==> config.mk <==
export PLATFORM = sky130hd
export DESIGN_NAME = stopwatch_ctrl_flat
export DESIGN_NICKNAME = d
export VERILOG_FILES = /design/src/rtl/stopwatch_pkg.sv /design/src/rtl/stopwatch_ctrl_if.sv /design/src/rtl/mod_counter.sv /design/src/rtl/stopwatch_ctrl.sv /design/src/flat_wrapper.sv
export SDC_FILE = /design/constraint.sdc
export NUM_CORES = 1
export LEC_CHECK = 0
export BUFFER_PORTS_ARGS = -buffer_cell sky130_fd_sc_hd__clkbuf_2
export CORE_ASPECT_RATIO = 0.9
export CORE_UTILIZATION = 30
export CTS_CLUSTER_DIAMETER = 100
export DETAILED_ROUTE_END_ITERATION = 12
export HOLD_SLACK_MARGIN = 0.08
export PLACE_DENSITY = 0.48
export SYNTH_ARGS = -nofsm -noshare
export SYNTH_HDL_FRONTEND = slang
export SYNTH_HIERARCHICAL = 1
export SYNTH_SLANG_ARGS = --single-unit
==> constraint.sdc <==
create_clock -name clk -period 7.15 [get_ports clk]
set_input_delay 0.3575 -clock clk [delete_from_list [all_inputs] [get_ports clk]]
set_output_delay 0.3575 -clock clk [all_outputs]
set_load 0.02 [all_outputs]
==> src/rtl/stopwatch_pkg.sv <==
// Shared widths and run-state encodings for the stopwatch controller slice.
package stopwatch_pkg;

  localparam int CNT_W = 6;

  localparam logic [1:0] ST_IDLE  = 2'd0;
  localparam logic [1:0] ST_RUN   = 2'd1;
  localparam logic [1:0] ST_PAUSE = 2'd2;
  localparam logic [1:0] ST_LAP   = 2'd3;

endpackage

==> src/rtl/stopwatch_ctrl_if.sv <==
// Button-in / display-out bundle between the button front-end and the stopwatch controller.
interface stopwatch_ctrl_if;
  import stopwatch_pkg::*;

  logic             btn_ss;
  logic             btn_lc;
  logic [CNT_W-1:0] disp_sec;
  logic [CNT_W-1:0] disp_min;
  logic             running;
  logic             lap_active;
  logic             wrap;

  modport master (
    output btn_ss, btn_lc,
    input  disp_sec, disp_min, running, lap_active, wrap
  );

  modport slave (
    input  btn_ss, btn_lc,
    output disp_sec, disp_min, running, lap_active, wrap
  );

endinterface

==> src/rtl/mod_counter.sv <==
// Modulo-MOD up counter with synchronous clear; carry flags the enabled terminal count.
module mod_counter
  import stopwatch_pkg::*;
#(
  parameter int MOD = 60
) (
  input  logic             clk,
  input  logic             reset,
  input  logic             clr,
  input  logic             en,
  output logic [CNT_W-1:0] count,
  output logic             carry
);

  localparam logic [CNT_W-1:0] LAST = CNT_W'(MOD - 1);

  assign carry = en && (count == LAST);

  always_ff @(posedge clk or posedge reset) begin
    if (reset) begin
      count <= '0;
    end else if (clr) begin
      count <= '0;
    end else if (en) begin
      count <= carry ? '0 : count + CNT_W'(1);
    end
  end

endmodule

==> src/rtl/stopwatch_ctrl.sv <==
// Stopwatch sequencer: run-state FSM, 1-second prescaler, cascaded sec/min counters and lap-freeze display.
module stopwatch_ctrl
  import stopwatch_pkg::*;
#(
  parameter int CLK_PER_SEC = 50_000_000,
  parameter int SEC_MOD     = 60,
  parameter int MIN_MOD     = 60
) (
  input  logic           clk,
  input  logic           reset,
  stopwatch_ctrl_if.slave bus
);

  localparam int             PRE_W   = $clog2(CLK_PER_SEC);
  localparam logic [PRE_W-1:0] PRE_MAX = PRE_W'(CLK_PER_SEC - 1);

  if (CLK_PER_SEC < 2 || SEC_MOD < 2 || MIN_MOD < 2 ||
      SEC_MOD > (1 << CNT_W) || MIN_MOD > (1 << CNT_W)) begin : g_bad_cfg
    $error("stopwatch_ctrl: CLK_PER_SEC must be >=2 and SEC_MOD/MIN_MOD within 2..64");
  end

  logic [1:0]       state;
  logic [1:0]       next_state;
  logic [PRE_W-1:0] presc;
  logic             counting;
  logic             sec_en;
  logic             clr;
  logic             lap_capture;
  logic [CNT_W-1:0] sec;
  logic [CNT_W-1:0] min;
  logic             sec_carry;
  logic             min_carry;
  logic [CNT_W-1:0] lap_sec;
  logic [CNT_W-1:0] lap_min;

  logic [CNT_W-1:0] disp_sec_p1;
  logic [CNT_W-1:0] disp_min_p1;
  logic             running_p1;
  logic             lap_active_p1;
  logic             wrap_p1;

  // btn_ss always takes priority; btn_lc only acts when start/stop is idle
  always_comb begin
    next_state = state;
    case (state)
      ST_IDLE: begin
        if (bus.btn_ss) next_state = ST_RUN;
      end
      ST_RUN: begin
        if (bus.btn_ss)      next_state = ST_PAUSE;
        else if (bus.btn_lc) next_state = ST_LAP;
      end
      ST_LAP: begin
        if (bus.btn_ss)      next_state = ST_PAUSE;
        else if (bus.btn_lc) next_state = ST_RUN;
      end
      ST_PAUSE: begin
        if (bus.btn_ss)      next_state = ST_RUN;
        else if (bus.btn_lc) next_state = ST_IDLE;
      end
      default: next_state = state;
    endcase
  end

  assign counting    = (state == ST_RUN) || (state == ST_LAP);
  assign sec_en      = counting && (presc == PRE_MAX);
  assign clr         = (state == ST_PAUSE) && !bus.btn_ss && bus.btn_lc;
  assign lap_capture = (state == ST_RUN) && !bus.btn_ss && bus.btn_lc;

  always_ff @(posedge clk or posedge reset) begin
    if (reset) begin
      state <= ST_IDLE;
    end else begin
      state <= next_state;
    end
  end

  // Prescaler holds in PAUSE so a partial second survives pause/resume
  always_ff @(posedge clk or posedge reset) begin
    if (reset) begin
      presc <= '0;
    end else if (clr) begin
      presc <= '0;
    end else if (counting) begin
      presc <= sec_en ? '0 : presc + PRE_W'(1);
    end
  end

  mod_counter #(.MOD(SEC_MOD)) u_sec (
    .clk   (clk),
    .reset (reset),
    .clr   (clr),
    .en    (sec_en),
    .count (sec),
    .carry (sec_carry)
  );

  mod_counter #(.MOD(MIN_MOD)) u_min (
    .clk   (clk),
    .reset (reset),
    .clr   (clr),
    .en    (sec_carry),
    .count (min),
    .carry (min_carry)
  );

  // Latch samples the registered count, i.e. the value before any same-edge increment
  always_ff @(posedge clk or posedge reset) begin
    if (reset) begin
      lap_sec <= '0;
      lap_min <= '0;
    end else if (lap_capture) begin
      lap_sec <= sec;
      lap_min <= min;
    end
  end

  // Output stage p1
  always_ff @(posedge clk or posedge reset) begin
    if (reset) begin
      disp_sec_p1   <= '0;
      disp_min_p1   <= '0;
      running_p1    <= 1'b0;
      lap_active_p1 <= 1'b0;
      wrap_p1       <= 1'b0;
    end else begin
      disp_sec_p1   <= (state == ST_LAP) ? lap_sec : sec;
      disp_min_p1   <= (state == ST_LAP) ? lap_min : min;
      running_p1    <= (next_state == ST_RUN) || (next_state == ST_LAP);
      lap_active_p1 <= (next_state == ST_LAP);
      wrap_p1       <= min_carry;
    end
  end

  assign bus.disp_sec   = disp_sec_p1;
  assign bus.disp_min   = disp_min_p1;
  assign bus.running    = running_p1;
  assign bus.lap_active = lap_active_p1;
  assign bus.wrap       = wrap_p1;

endmodule
==> src/flat_wrapper.sv <==
// flat-port wrapper written by rule: the top's interface ports become plain ports
module stopwatch_ctrl_flat import stopwatch_pkg::*;
#(
  parameter int CLK_PER_SEC = 50_000_000,
  parameter int SEC_MOD     = 60,
  parameter int MIN_MOD     = 60
)
  (clk, reset, bus_btn_ss, bus_btn_lc, bus_disp_sec, bus_disp_min, bus_running, bus_lap_active, bus_wrap);
  stopwatch_ctrl_if bus_i ();
  input  logic clk;
  input  logic reset;
  input wire logic [$bits(bus_i.btn_ss)-1:0] bus_btn_ss;
  input wire logic [$bits(bus_i.btn_lc)-1:0] bus_btn_lc;
  output wire logic [$bits(bus_i.disp_sec)-1:0] bus_disp_sec;
  output wire logic [$bits(bus_i.disp_min)-1:0] bus_disp_min;
  output wire logic [$bits(bus_i.running)-1:0] bus_running;
  output wire logic [$bits(bus_i.lap_active)-1:0] bus_lap_active;
  output wire logic [$bits(bus_i.wrap)-1:0] bus_wrap;
  assign bus_i.btn_ss = bus_btn_ss;
  assign bus_i.btn_lc = bus_btn_lc;
  assign bus_disp_sec = bus_i.disp_sec;
  assign bus_disp_min = bus_i.disp_min;
  assign bus_running = bus_i.running;
  assign bus_lap_active = bus_i.lap_active;
  assign bus_wrap = bus_i.wrap;
  stopwatch_ctrl #(.CLK_PER_SEC(CLK_PER_SEC), .SEC_MOD(SEC_MOD), .MIN_MOD(MIN_MOD)) u_core (.clk(clk), .reset(reset), .bus(bus_i));
endmodule
==> run_results.csv <==
group,metric,value,unit
power,power.density,379,mW/mm²
yosys,syn-cell-area,0.00327,mm²
timing,finalCriticalPeriod,3690,ps
power,intPower,1.00,mW
finish,multiInputGateArea,0.00154,mm²
floorplan,core,0.0104,mm²
grt,grt_pass1_vias,2270,
power,switching_share,0.314,
power,pwr-share-comb,0.233,
finish,final_layout_size_suffix_gt1_frac,0.209,
clock_tree,root_buffer,"clkbuf_16",
finish,syn2layout_area_growth,17.6,%
timing,setup_viol,0,
worst_setup_path,arrival,3870,ps
drt,drtAntennaViolNets,0,
floorplan,die_area,0.0113,mm²
grt,grt_max_degree,34,
drt,drc,1,
finish,fin_util,0.369,
power,power.switching,0.458,mW
grt,grt_first_pass_wirelength,11.6,mm
clock_tree,cts_tree,"yes",
yosys,yosys_register_bits,67,
finish,num-fill-cells,1037,
yosys,synth_common_cells,"67 x dfrtp_1, 35 x nor2_1, 29 x nand2_1",
yosys,synth_most_common_cell,"dfrtp_1",
power,p_leak,1.64,nW
drt,avgViaCountPerCell,5.02,
worst_setup_path,worstSetupEndpointType,"register",
timing,hold_violations,0,
clock_tree,htree_levels,3,
grt,grt_usage,0.133,
yosys,synth_edf_count,0,
grt,antenna_found_initial,0,
drt,first_pass_iters,8,
drt,drt_wl_total,6.68,mm
worst_setup_path,cp_max_fo,11,
yosys,postSynthCellCount,305,
clock_tree,cts_setup_buffers,0,
clock_tree,clock_latency,330,ps
finish,diodes,0,
timing,worst_pin_slew,1020,ps
yosys,synth_nets,313,
yosys,synth.distinct_cells,48,
timing,fin_setup_tns,0,ps
floorplan,fp.dieH,101,µm
status,violations,"DRC",
yosys,syn_avg_cell_area,10.7,µm²
flow_run,drv_cap,0,
yosys,async_flop_share,1.00,
floorplan,die_x,112,µm
power,ir_drop,120,µV
status,status,"finished with violations",
yosys,yosysSeqAreaShare,0.512,
timing,rsz0062_at_grt,"false",
worst_setup_path,path_class,"register to register",
floorplan,initial_core_util,0.314,
yosys,yosysWarnings,6,
drt,vias,2327,
yosys,yosys.area.top_type_share,0.512,
power,power_frac_clock,0.346,
yosys,synthTopCellsByArea,"dfrtp_1 51%, mux2_2 8.6%, xnor2_1 4.3%",
finish,regArea,0.00168,mm²
timing,finalMaxSlewViolations,0,
finish,nNetsFinal,338,
clock_tree,cts_buffers,9,
floorplan,ioPinCount,19,
clock_tree,cts_resized,0,
grt,grt_overflow_total,0,
drt,drt-wirelength-per-cell,14.4,µm
place,dpl.hpwl,4.62,mm
place,port_buffers,18,
timing,clock_skew,5.72,ps
place,dpl_cell_area,0.00350,mm²
yosys,yosysTopAreaCell,"dfrtp_1",
place,place.gp.congestion,0.786,
timing,slew_headroom,0.317,
min_path,hp-class,"primary input to register",
worst_setup_path,startpoint_type,"register",
power,seqPwrFrac,0.421,
floorplan,core.rowCount,35,
drt,drt-initial-drc-count,122,
clock_tree,path_clk_slew,60,ps
timing,max_freq,271,MHz
yosys,synth_ff_type,"dfrtp_1",
finish,fin_area,0.00385,mm²
clock_tree,clock_path_buffers,2,
timing,fin_crit_sh,0.516,
clock_tree,cts_sinks,67,
worst_setup_path,crit_required,7340,ps
layout by cell type (no fill, tap or decap), types with 3 or more instances in the layout:
master | Yosys | layout
and2_1 | 4 | 4
clkbuf_16 | 0 | 9
nand2_1 | 29 | 29
inv_1 | 7 | 6
and3_1 | 4 | 4
nand3_1 | 11 | 11
a31oi_1 | 6 | 6
and4_1 | 3 | 3
o21ai_0 | 6 | 6
clkbuf_2 | 0 | 18
xor2_1 | 4 | 4
nand3b_1 | 4 | 4
mux2_2 | 25 | 25
dfrtp_1 | 67 | 67
a21oi_1 | 12 | 12
o2111ai_1 | 5 | 5
nand2b_1 | 7 | 7
nand4_1 | 6 | 6
bufinv_16 | 0 | 3
ha_1 | 4 | 4
nor2_1 | 35 | 35
nor4_1 | 3 | 3
nor3_1 | 8 | 8
xnor2_1 | 16 | 16
nor2b_1 | 3 | 3
worst paths after layout:
kind | depth (start not counted) | slack [ps] | to | from
min in group asynchronous | 3 | 520 | u_core/u_sec/count[4]$_DFFE_PP0P_ | reset
worst min register to register | 1 | 500 | u_core/bus.disp_sec[3]$_DFF_PP0_ | u_core/lap_sec[3]$_DFFE_PP0P_
worst min-delay path | 2 | 290 | u_core/state[1]$_DFF_PP0_ | bus_btn_lc
max in group asynchronous | 4 | 5700 | u_core/presc[0]$_DFFE_PP0P_ | reset
worst max register to register | 9 | 3460 | u_core/u_min/count[3]$_DFFE_PP0P_ | u_core/presc[16]$_DFFE_PP0P_
worst max-delay path | 9 | 3460 | u_core/u_min/count[3]$_DFFE_PP0P_ | u_core/presc[16]$_DFFE_PP0P_
logic make-up after synthesis:
kind of cell             synth area share
AO/OA/AOI/OAI                      0.0875
flip-flops                          0.512
adder cells (fa/ha/maj)            0.0153
AND/OR/NAND/NOR                     0.219
XOR/XNOR                           0.0535
buffers and inverters              0.0203
multiplexers                       0.0921
area by class of cell:
cell class | instances | area share
sequential | 67 | 0.435
clock buffer | 10 | 0.0595
inverter | 7 | 0.00682
tap | 129 | 0.0419
multi-input combinational | 225 | 0.399
clock inverter | 6 | 0.0296
timing repair buffer | 20 | 0.0279
layer usage:
metal	track usage	share of wire	vias to the layer above
met5	0	0	-
met4	0.0544	0.019	0
met3	0.0415	0.034	11
met2	0.198	0.43	32
met1	0.179	0.51	1139
li1	-	-	1145
registers in the layout (all words and copies together), names as in the netlist:
name                   cells
u_core/bus.lap_active      1
u_core/lap_sec             6
u_core/bus.disp_min        6
u_core/lap_min             6
u_core/u_sec/count         6
u_core/u_min/count         6
u_core/bus.running         1
u_core/state               2
u_core/presc              26
u_core/bus.wrap            1
u_core/bus.disp_sec        6
stage by stage:
step / instances / worst slack (ps) / power, mW / hold WS, ps
3_3_place_gp: 447 / 3630 / 0.958 / 308
2_1_floorplan: 305 / 4580 / 0.861 / 148
5_1_grt: 464 / 3150 / 1.55 / 292
4_1_cts: 464 / 3540 / 1.48 / 285
3_5_place_dp: 447 / 3540 / 0.962 / 315
6_report: 464 / 3460 / 1.46 / 289
timing repair:
| item | CTS | global route |
|---|---|---|
| hold buffers | 1 | 0 |
| setup endpoints to repair | 0 | 0 |
| hold endpoints to repair | 12 | 0 |
worst max-delay path: stages, from the launching register on:
cell,delay (ps)
dfrtp_1,430
nor4_1,300
and4_2,340
or4b_1,500
nor2_1,520
nand4b_1,260
nor2_1,580
nand4b_1,280
o211ai_1,240
a31oi_1,100
power groups by stage:
stage | logic, mW | clock network, mW | registers [mW]
2_1_floorplan | 0.239 | 0 | 0.622
3_3_place_gp | 0.340 | 0 | 0.618
3_5_place_dp | 0.342 | 0 | 0.620
4_1_cts | 0.345 | 0.521 | 0.614
5_1_grt | 0.381 | 0.534 | 0.636
6_report | 0.339 | 0.505 | 0.615
No activity file was read; power rests on OpenSTA's default activity.
